**config.mk**
```make
export PLATFORM = sky130hd
export DESIGN_NAME = mul_div_unit
export DESIGN_NICKNAME = d
export VERILOG_FILES = /design/src/rtl/mul_div_unit.sv
export SDC_FILE = /design/constraint.sdc
export NUM_CORES = 1
export LEC_CHECK = 0
export ABC_AREA = 1
export CELL_PAD_IN_SITES_DETAIL_PLACEMENT = 0
export CELL_PAD_IN_SITES_GLOBAL_PLACEMENT = 2
export CORE_MARGIN = 2
export CORE_UTILIZATION = 34
export CTS_CLUSTER_DIAMETER = 80
export DETAILED_ROUTE_END_ITERATION = 6
export DONT_BUFFER_PORTS = 1
export GPL_ROUTABILITY_DRIVEN = 0
export PLACE_DENSITY = 0.81
export REMOVE_ABC_BUFFERS = 1
export SYNTH_ARGS = -nofsm -noshare
export SYNTH_HDL_FRONTEND = slang
export SYNTH_SLANG_ARGS = --single-unit
```
**constraint.sdc**
```tcl
create_clock -name clk -period 2.6 [get_ports clk]
set_input_delay 0.39 -clock clk [delete_from_list [all_inputs] [get_ports clk]]
set_output_delay 0.39 -clock clk [all_outputs]
set_load 0.03 [all_outputs]
```
**src/rtl/mul_div_unit.sv**
```systemverilog
// Iterative multiply/divide unit owning the HI/LO pair: radix-2 shift-add multiply,
// restoring divide, plus single-cycle MTHI/MTLO writes.
module mul_div_unit #(
    parameter int XLEN  = 32,
    parameter int CNT_W = 6
) (
    input  logic            clk,
    input  logic            rst_n,
    input  logic            Start,
    input  logic [2:0]      MdOp,
    input  logic [XLEN-1:0] DataIn1,
    input  logic [XLEN-1:0] DataIn2,
    input  logic            Flush,
    output logic            Busy,
    output logic            Done,
    output logic [XLEN-1:0] Hi,
    output logic [XLEN-1:0] Lo,
    output logic [1:0]      state_dbg
);

    typedef enum logic [1:0] {IDLE = 2'd0, CALC = 2'd1, FIX = 2'd2} state_e;

    state_e            state_q, state_d;
    logic [CNT_W-1:0]  cnt_q, cnt_d;
    logic [2*XLEN-1:0] prod_q, prod_d;
    logic [XLEN-1:0]   opnd_q, opnd_d;
    logic              is_div_q, is_div_d;
    logic              neg_res_q, neg_res_d;
    logic              neg_rem_q, neg_rem_d;
    logic              div0_q, div0_d;
    logic [XLEN-1:0]   hi_q, hi_d;
    logic [XLEN-1:0]   lo_q, lo_d;
    logic              done_q, done_d;

    logic              signed_op;
    logic              a_neg, b_neg;
    logic [XLEN-1:0]   a_mag, b_mag;
    logic [XLEN:0]     mul_sum;
    logic [XLEN:0]     div_shift;
    logic              div_ge;
    logic [XLEN-1:0]   div_diff;
    logic [2*XLEN-1:0] prod_fix;
    logic [XLEN-1:0]   quo_fix, rem_fix;

    assign signed_op = (MdOp == 3'd0) || (MdOp == 3'd2);
    assign a_neg     = signed_op && DataIn1[XLEN-1];
    assign b_neg     = signed_op && DataIn2[XLEN-1];
    assign a_mag     = a_neg ? -DataIn1 : DataIn1;
    assign b_mag     = b_neg ? -DataIn2 : DataIn2;

    // Multiply: high half accumulates, multiplier bits drain out of the low half.
    assign mul_sum   = {1'b0, prod_q[2*XLEN-1:XLEN]} + (prod_q[0] ? {1'b0, opnd_q} : '0);
    // Divide: remainder in the high half, dividend shifts up and quotient bits fill in below.
    assign div_shift = prod_q[2*XLEN-1:XLEN-1];
    assign div_ge    = div_shift >= {1'b0, opnd_q};
    assign div_diff  = div_shift[XLEN-1:0] - opnd_q;

    assign prod_fix  = neg_res_q ? -prod_q : prod_q;
    assign quo_fix   = (neg_res_q && !div0_q) ? -prod_q[XLEN-1:0] : prod_q[XLEN-1:0];
    assign rem_fix   = neg_rem_q ? -prod_q[2*XLEN-1:XLEN] : prod_q[2*XLEN-1:XLEN];

    always_comb begin
        state_d   = state_q;
        cnt_d     = cnt_q;
        prod_d    = prod_q;
        opnd_d    = opnd_q;
        is_div_d  = is_div_q;
        neg_res_d = neg_res_q;
        neg_rem_d = neg_rem_q;
        div0_d    = div0_q;
        hi_d      = hi_q;
        lo_d      = lo_q;
        done_d    = 1'b0;
        case (state_q)
            IDLE: begin
                if (Start && !Flush) begin
                    case (MdOp)
                        3'd0, 3'd1, 3'd2, 3'd3: begin
                            is_div_d  = MdOp[1];
                            neg_res_d = a_neg ^ b_neg;
                            neg_rem_d = a_neg;
                            div0_d    = MdOp[1] && (DataIn2 == '0);
                            opnd_d    = MdOp[1] ? b_mag : a_mag;
                            prod_d    = {{XLEN{1'b0}}, (MdOp[1] ? a_mag : b_mag)};
                            cnt_d     = '0;
                            state_d   = CALC;
                        end
                        3'd4:    hi_d = DataIn1;
                        3'd5:    lo_d = DataIn1;
                        default: ;
                    endcase
                end
            end
            CALC: begin
                if (Flush) begin
                    state_d = IDLE;
                end else begin
                    prod_d = is_div_q ? {(div_ge ? div_diff : div_shift[XLEN-1:0]),
                                         prod_q[XLEN-2:0], div_ge}
                                      : {mul_sum, prod_q[XLEN-1:1]};
                    cnt_d  = cnt_q + 1'b1;
                    if (cnt_q == CNT_W'(XLEN - 1)) state_d = FIX;
                end
            end
            FIX: begin
                state_d = IDLE;
                if (!Flush) begin
                    done_d = 1'b1;
                    if (is_div_q) begin
                        lo_d = quo_fix;
                        hi_d = rem_fix;
                    end else begin
                        hi_d = prod_fix[2*XLEN-1:XLEN];
                        lo_d = prod_fix[XLEN-1:0];
                    end
                end
            end
            default: state_d = IDLE;
        endcase
    end

    always_ff @(posedge clk) begin
        if (!rst_n) begin
            state_q   <= IDLE;
            cnt_q     <= '0;
            prod_q    <= '0;
            opnd_q    <= '0;
            is_div_q  <= 1'b0;
            neg_res_q <= 1'b0;
            neg_rem_q <= 1'b0;
            div0_q    <= 1'b0;
            hi_q      <= '0;
            lo_q      <= '0;
            done_q    <= 1'b0;
        end else begin
            state_q   <= state_d;
            cnt_q     <= cnt_d;
            prod_q    <= prod_d;
            opnd_q    <= opnd_d;
            is_div_q  <= is_div_d;
            neg_res_q <= neg_res_d;
            neg_rem_q <= neg_rem_d;
            div0_q    <= div0_d;
            hi_q      <= hi_d;
            lo_q      <= lo_d;
            done_q    <= done_d;
        end
    end

    assign Busy      = (state_q != IDLE);
    assign Done      = done_q;
    assign Hi        = hi_q;
    assign Lo        = lo_q;
    assign state_dbg = state_q;

endmodule
```
==> results.py, run 1 <==
metrics = {
    "run_status": {
        "status": "finished clean",
    },
    "yosys": {
        "synth_area_leaders": "dfxtp_1 20%, nand2_1 19%, inv_1 9.6%, nand3_1 9.4%, nor2_1 7.7%",
        "synth_edf_count": 0,
        "yosys-mux-area-fraction": 0,
        "synth-xor-area-share": 0.03313,
        "synth.top_cell.area_share": 0.1955,
        "async_reset_ff_frac": 0,
        "ys_ff_latch": 173,
        "ys_top_cells_by_count": "883 x nand2_1, 455 x inv_1, 361 x nor2_1",
        "yosysSeqAreaShare": 0.1955,
        "synth_top_family_by_area": "simple AND/OR/NAND/NOR gates",
        "synthAdderAreaFrac": 0.05101,
        "avgSynthCellArea_um2": 5.482,
        "synth_flop_cell": "dfxtp_1",
        "synth_top_area_cell": "dfxtp_1",
        "synthSimpleGateAreaFrac": 0.4078,
        "syn_inst": 3231,
        "synth_compound_area_frac": 0.1854,
        "synth_area_um2": 17710,
        "yosysMostFrequentCell": "nand2_1",
        "synth_cell_types": 49,
        "ys_warn_count": 0,
    },
    "sta": {
        "setup_tns_ps": 0,
        "hold_viol": 0,
        "tightestPinTransition_ps": 624.2,
        "finalSetupViolCount": 0,
        "fin_crit_sh": 0.9943,
        "rsz0062_at_grt": "true",
        "max_slew_margin": 0.5839,
        "max_freq_ghz": 0.3868,
        "finClkSkew_ps": 15.34,
        "fin_crit_ps": 2585,
        "drv_slew": 0,
    },
    "layout": {
        "multiInputGateArea_um2": 12380,
        "nets": 3480,
        "fillCellCount": 5779,
        "area_growth_pct": 16.90,
        "drive_gt1_frac": 0.1098,
        "antenna_cells": 0,
        "seqCellArea_um2": 3466,
        "final_util": 0.4028,
    },
    "power_and_ir_drop": {
        "internal-power_w": 0.005121,
        "power.density_nw_per_um2": 409.4,
        "clockPowerShare": 0.328,
        "p_switching_w": 0.003357,
        "p_comb_frac": 0.329,
        "ir_drop_mv": 0.5185,
        "seqPwrFrac": 0.343,
        "p_leak_nw": 10.13,
        "swShare": 0.3960,
        "p_total_w": 0.008477,
    },
    "cts": {
        "cts_setup_buffers": 0,
        "cts.sinks": 173,
        "htree_levels": 4,
        "cts_made_buffers": 17,
        "cts-root-buf": "clkbuf_16",
        "insertion_delay_ps": 520,
        "cts_max_path_buffers": 2,
        "clk_pin_slew_ps": 70,
        "cts_tree": "done",
    },
    "drt": {
        "route.detailed.drc": 0,
        "met1_length_um": 39690,
        "wl_met2_um": 37820,
        "wl_met3_um": 8598,
        "drt_iter0_markers": 2734,
        "routed_wirelength_um": 88580,
        "maxUsedRoutingLayer": "met4",
        "ant_nets": 0,
        "wl_per_cell_um": 21.97,
        "first_pass_iters": 6,
        "dr_total_vias": 22111,
        "viasPerCell": 5.485,
    },
    "floorplan": {
        "ios": 139,
        "fp.dieH_um": 232.2,
        "chipWidth_um": 232.2,
        "rows": 83,
        "fp.coreArea_um2": 51410,
        "dieArea_um2": 53930,
        "initial_core_util": 0.3445,
    },
    "job": {
        "drv_cap": 0,
    },
    "critical_path": {
        "crit_path_max_incr_delay_ps": 370,
        "cp_common_cell": "nand2_1",
        "end_kind": "register",
        "startpoint_type": "register",
        "critPathSlowestCell": "dfxtp_2",
        "required_ps": 2980,
        "arrival_ps": 2970,
        "crit_type": "reg -> reg",
        "critPathTopFamily": "simple AND/OR/NAND/NOR gates",
        "reg2reg_slack_ps": 10,
        "crit_fanout": 7,
        "path_cells": "buf_2, nand2_1, inv_1, ha_2, a21oi_2, o21a_1, nand2_1, buf_4, nand2_1, nand2_2, nand2_1, nand2_1, nand2_1, nand3_1, nand3_1, a21oi_1",
        "path_buf_inv": 3,
    },
    "global_routing": {
        "grtUsageTotal": 0.3223,
        "antenna_found_initial": 0,
        "grt_pass1_vias": 19798,
        "grt_max_degree": 119,
        "grt_pass1_wl_um": 128500,
        "grt_overflow": 0,
    },
    "placed_design": {
        "portBuffers": 0,
        "hpwl_um": 71290,
    },
    "min_path": {
        "hp-class": "in -> reg",
    },
}
==> cell families after synthesis <==
family / count (synthesis)
compound gates: 614
xor+xnor: 67
fa+ha+maj: 71
buf+inv: 587
flops: 173
simple gates: 1719
==> flip-flops by register name (all words and copies together) (netlist names) <==
signal,flops
opnd_q,32
Done,1
state_dbg,2
Lo,32
neg_res_q,1
prod_q,64
is_div_q,1
cnt_q,6
div0_q,1
neg_rem_q,1
Hi,32
==> stage by stage <==
step	hold WS [ps]	setup slack, ps	cell area [um2]	instances
3_5_place_dp	468.2	-103.2	19670	3992
5_1_grt	13.02	-49.75	20700	4031
6_report	36.20	14.83	20700	4031
2_1_floorplan	423.3	-2836	17200	3108
3_3_place_gp	463.7	-123.6	19670	3992
4_1_cts	3.161	17.09	20340	4030
==> layer usage <==
layer  global-route usage  vias to the layer above
li1                     -                    10679
met1               0.4533                    10313
met3              0.08239                      121
met5                    0                        -
met4              0.09836                        0
met2               0.4781                      998
==> what timing repair did <==
| item | 4_1_cts | 5_1_grt |
|---|---|---|
| cloned | 0 | 1 |
| endpoints found under the hold margin | 9 | 0 |
| endpoints found under the setup margin | 7 | 47 |
| pin swaps | 0 | 11 |
| gates resized for setup | 7 | 100 |
| hold buffers | 6 | 0 |
==> worst reg2reg max path, stage by stage, from the launching register on <==
cell and delay [ps]:
dfxtp_2 370, buf_2 200, nand2_1 80, inv_1 70, ha_2 310, a21oi_2 190, o21a_1 200, nand2_1 110
buf_4 150, nand2_1 70, nand2_2 110, nand2_1 140, nand2_1 70, nand2_1 60, nand3_1 130, nand3_1 140
a21oi_1 60
==> power groups by stage <==
stage,combinational (W),clock (W),sequential [W]
after global routing,0.00303,0.00291,0.00292
after CTS,0.00265,0.00282,0.00290
after floorplan,0.00154,0,0.00295
after detailed placement,0.00262,0,0.00297
final,0.00279,0.00278,0.00291
after global placement,0.00262,0,0.00296
==> path summary, 6_finish.rpt <==
path	startpoint	end	cells after the start
worst max register to register	prod_q[0]$_SDFFE_PN0P_	prod_q[59]$_SDFFE_PN0P_	16
worst max-delay path	prod_q[0]$_SDFFE_PN0P_	prod_q[59]$_SDFFE_PN0P_	16
worst min-delay path	rst_n	Hi[30]$_SDFFE_PN0P_	2
worst min register to register	cnt_q[5]$_SDFFE_PN0P_	cnt_q[5]$_SDFFE_PN0P_	2
==> cell usage in the layout, fill, tap and decap left out, types with 6 or more instances in the layout <==
master | netlist | routed
nor2_2 | 11 | 20
nand2_1 | 883 | 864
o21ai_1 | 9 | 16
buf_4 | 0 | 196
o221ai_1 | 6 | 6
ha_4 | 0 | 6
nand4_1 | 31 | 31
or2_2 | 15 | 15
dlygate4sd3_1 | 0 | 6
a31oi_1 | 28 | 28
o21ai_0 | 261 | 251
ha_2 | 0 | 8
nand3b_1 | 12 | 12
a21oi_2 | 0 | 13
o211ai_1 | 31 | 31
xor2_1 | 59 | 59
xnor2_1 | 8 | 8
nor2_1 | 361 | 341
nand3_2 | 2 | 9
o21bai_1 | 9 | 8
nand3_1 | 331 | 324
a21oi_1 | 250 | 237
nand2_2 | 4 | 23
inv_1 | 455 | 451
nor2_4 | 1 | 12
dfxtp_1 | 173 | 171
inv_2 | 6 | 10
nor4_1 | 6 | 6
clkbuf_16 | 0 | 17
ha_1 | 69 | 55
nor3_1 | 45 | 41
a22oi_1 | 7 | 7
==> final cells by class <==
cell class / count / share of cell area
Multi-Input combinational cell: 2471 / 0.5979
Sequential cell: 173 / 0.1674
Inverter: 464 / 0.08412
Timing Repair Buffer: 211 / 0.08068
Tap cell: 680 / 0.04110
Clock buffer: 19 / 0.02139
Clock inverter: 13 / 0.007373
Power figures use the tool's default switching activity.
==> run 2, diff against run 1 <==
--- a/config.mk
+++ b/config.mk
@@ -9,12 +9,11 @@
 export CELL_PAD_IN_SITES_DETAIL_PLACEMENT = 0
 export CELL_PAD_IN_SITES_GLOBAL_PLACEMENT = 2
 export CORE_MARGIN = 2
-export CORE_UTILIZATION = 34
+export CORE_UTILIZATION = 33
 export CTS_CLUSTER_DIAMETER = 80
 export DETAILED_ROUTE_END_ITERATION = 6
-export DONT_BUFFER_PORTS = 1
 export GPL_ROUTABILITY_DRIVEN = 0
-export PLACE_DENSITY = 0.81
+export PLACE_DENSITY = 0.86
 export REMOVE_ABC_BUFFERS = 1
 export SYNTH_ARGS = -nofsm -noshare
 export SYNTH_HDL_FRONTEND = slang
==> constraint.sdc (replaced) <==
create_clock -name clk -period 3 [get_ports clk]
set_input_delay 0.45 -clock clk [delete_from_list [all_inputs] [get_ports clk]]
set_output_delay 0.45 -clock clk [all_outputs]
set_load 0.03 [all_outputs]
==> results.py, run 2 (same netlist as run 1, synthesis figures left out) <==
metrics = {
    "run_status": {
        "status": "finished clean",
    },
    "placed_design": {
        "pre_cts_ws_ps": 165.7,
        "hpwl_um": 72530,
        "postPlaceCellArea_um2": 20420,
        "portBuffers": 138,
    },
    "global_routing": {
        "grt_pass1_vias": 20325,
        "grt_pass1_wl_um": 130800,
        "grt_max_degree": 129,
        "grtUsageTotal": 0.3149,
        "antenna_found_initial": 2,
        "grt_overflow": 0,
    },
    "sta": {
        "hold_viol": 0,
        "finClkSkew_ps": 16.62,
        "tightestPinTransition_ps": 795.6,
        "finalSetupViolCount": 0,
        "rsz0062_at_grt": "false",
        "whs_ps": 463.3,
        "max_slew_margin": 0.4690,
        "drv_slew": 0,
        "fin_crit_ps": 2850,
        "setup_tns_ps": 0,
        "max_freq_ghz": 0.3508,
        "setup_ws_ps": 149.7,
        "fin_crit_sh": 0.9501,
    },
    "job": {
        "drv_cap": 0,
    },
    "layout": {
        "final_common_cell": "nand2_1",
        "multiInputGateArea_um2": 12030,
        "fillCellCount": 5928,
        "seqCellArea_um2": 3465,
        "area_growth_pct": 18.90,
        "final_cell_area_um2": 21060,
        "top_register": "prod_q",
        "largest_register_ffs": 64,
        "mostFrequentLayoutCells": "883 x nand2_1, 453 x inv_1, 358 x nor2_1, 329 x nand3_1, 260 x o21ai_0",
        "drive_gt1_frac": 0.05950,
        "nets": 3524,
    },
    "cts": {
        "htree_levels": 4,
        "cts_max_path_buffers": 2,
        "clk_pin_slew_ps": 80,
        "cts_tree": "done",
        "cts_made_buffers": 17,
        "insertion_delay_ps": 510,
        "cts-root-buf": "clkbuf_16",
        "cts.sinks": 173,
    },
    "power_and_ir_drop": {
        "ir_drop_mv": 0.3310,
        "power.density_nw_per_um2": 357.3,
        "p_leak_nw": 10.16,
    },
    "floorplan": {
        "fp.coreArea_um2": 52760,
        "initial_core_util": 0.3357,
        "dieArea_um2": 55540,
        "ios": 139,
        "fp.dieH_um": 235.7,
        "rows": 84,
        "chipWidth_um": 235.7,
    },
    "critical_path": {
        "required_ps": 3430,
        "crit_fanout": 10,
        "end_kind": "register",
        "arrival_ps": 3280,
        "startpoint_type": "register",
        "crit_type": "reg -> reg",
    },
    "drt": {
        "routed_wirelength_um": 89740,
        "first_pass_iters": 6,
        "viasPerCell": 5.539,
        "dr_total_vias": 22628,
        "drt_iter0_markers": 2802,
        "route.detailed.drc": 0,
        "ant_nets": 0,
        "wl_per_cell_um": 21.97,
    },
    "min_path": {
        "hp-class": "in -> reg",
    },
}
## run 2: critical path, cell delays in order, from the launching register on
cell and delay, ps:
dfxtp_1 330, buf_4 200, inv_1 90, ha_1 190, nand3_2 160, nor2_1 220, nand2_1 220, inv_1 210
nand3_1 150, o21ai_1 290, nand2_1 110, nand3_1 80, nand3_1 270, a31oi_1 240
## run 2: through the flow
step / util / instances / total power, W
2_1_floorplan: - / 3108 / 0.003890
3_3_place_gp: 0.3870 / 4051 / 0.004961
3_5_place_dp: 0.3870 / 4051 / 0.004961
4_1_cts: 0.3988 / 4083 / 0.007470
5_1_grt: 0.3990 / 4083 / 0.007833
6_report: 0.3991 / 4085 / 0.007524
## run 2: cell type report
| type | instances | area share |
|---|---|---|
| Inverter | 464 | 0.08270 |
| Tap cell | 688 | 0.04088 |
| Clock buffer | 17 | 0.02020 |
| Timing Repair Buffer | 255 | 0.1107 |
| Multi-Input combinational cell | 2471 | 0.5713 |
| Clock inverter | 15 | 0.009387 |
| Antenna cell | 2 | 0.0002377 |
| Sequential cell | 173 | 0.1645 |
## run 2: power by group
part / switching, W / internal [W]
Combinational: 0.00176 / 0.000770
Clock: 0.00119 / 0.00134
Sequential: 0.0000877 / 0.00238
## run 2: metal layers
metal | wire [um] | share of wire | GRT usage | vias to the layer above
met2 | 37560 | 0.42 | 0.4699 | 1205
met1 | 39750 | 0.44 | 0.4389 | 10503
met5 | 12 | 0.00013 | 0 | -
li1 | - | - | - | 10767
met3 | 9058 | 0.10 | 0.07247 | 151
met4 | 3353 | 0.037 | 0.1168 | 2
## run 2: what timing repair did
action / 4_1_cts / 5_1_grt
hold buffers: 0 / 0
buffers inserted: 0 / 0
gates resized for setup: 0 / 5
endpoints found under the setup margin: 0 / 14
## run 2: path summary, 6_finish.rpt
kind	start	cells after the start	end	slack (ps)
setup reg to reg	prod_q[0]$_SDFFE_PN0P_	13	Hi[6]$_SDFFE_PN0P_	150
hold / removal	rst_n	4	Hi[25]$_SDFFE_PN0P_	460
hold reg to reg	cnt_q[5]$_SDFFE_PN0P_	2	cnt_q[5]$_SDFFE_PN0P_	480
setup / recovery	prod_q[0]$_SDFFE_PN0P_	13	Hi[6]$_SDFFE_PN0P_	150
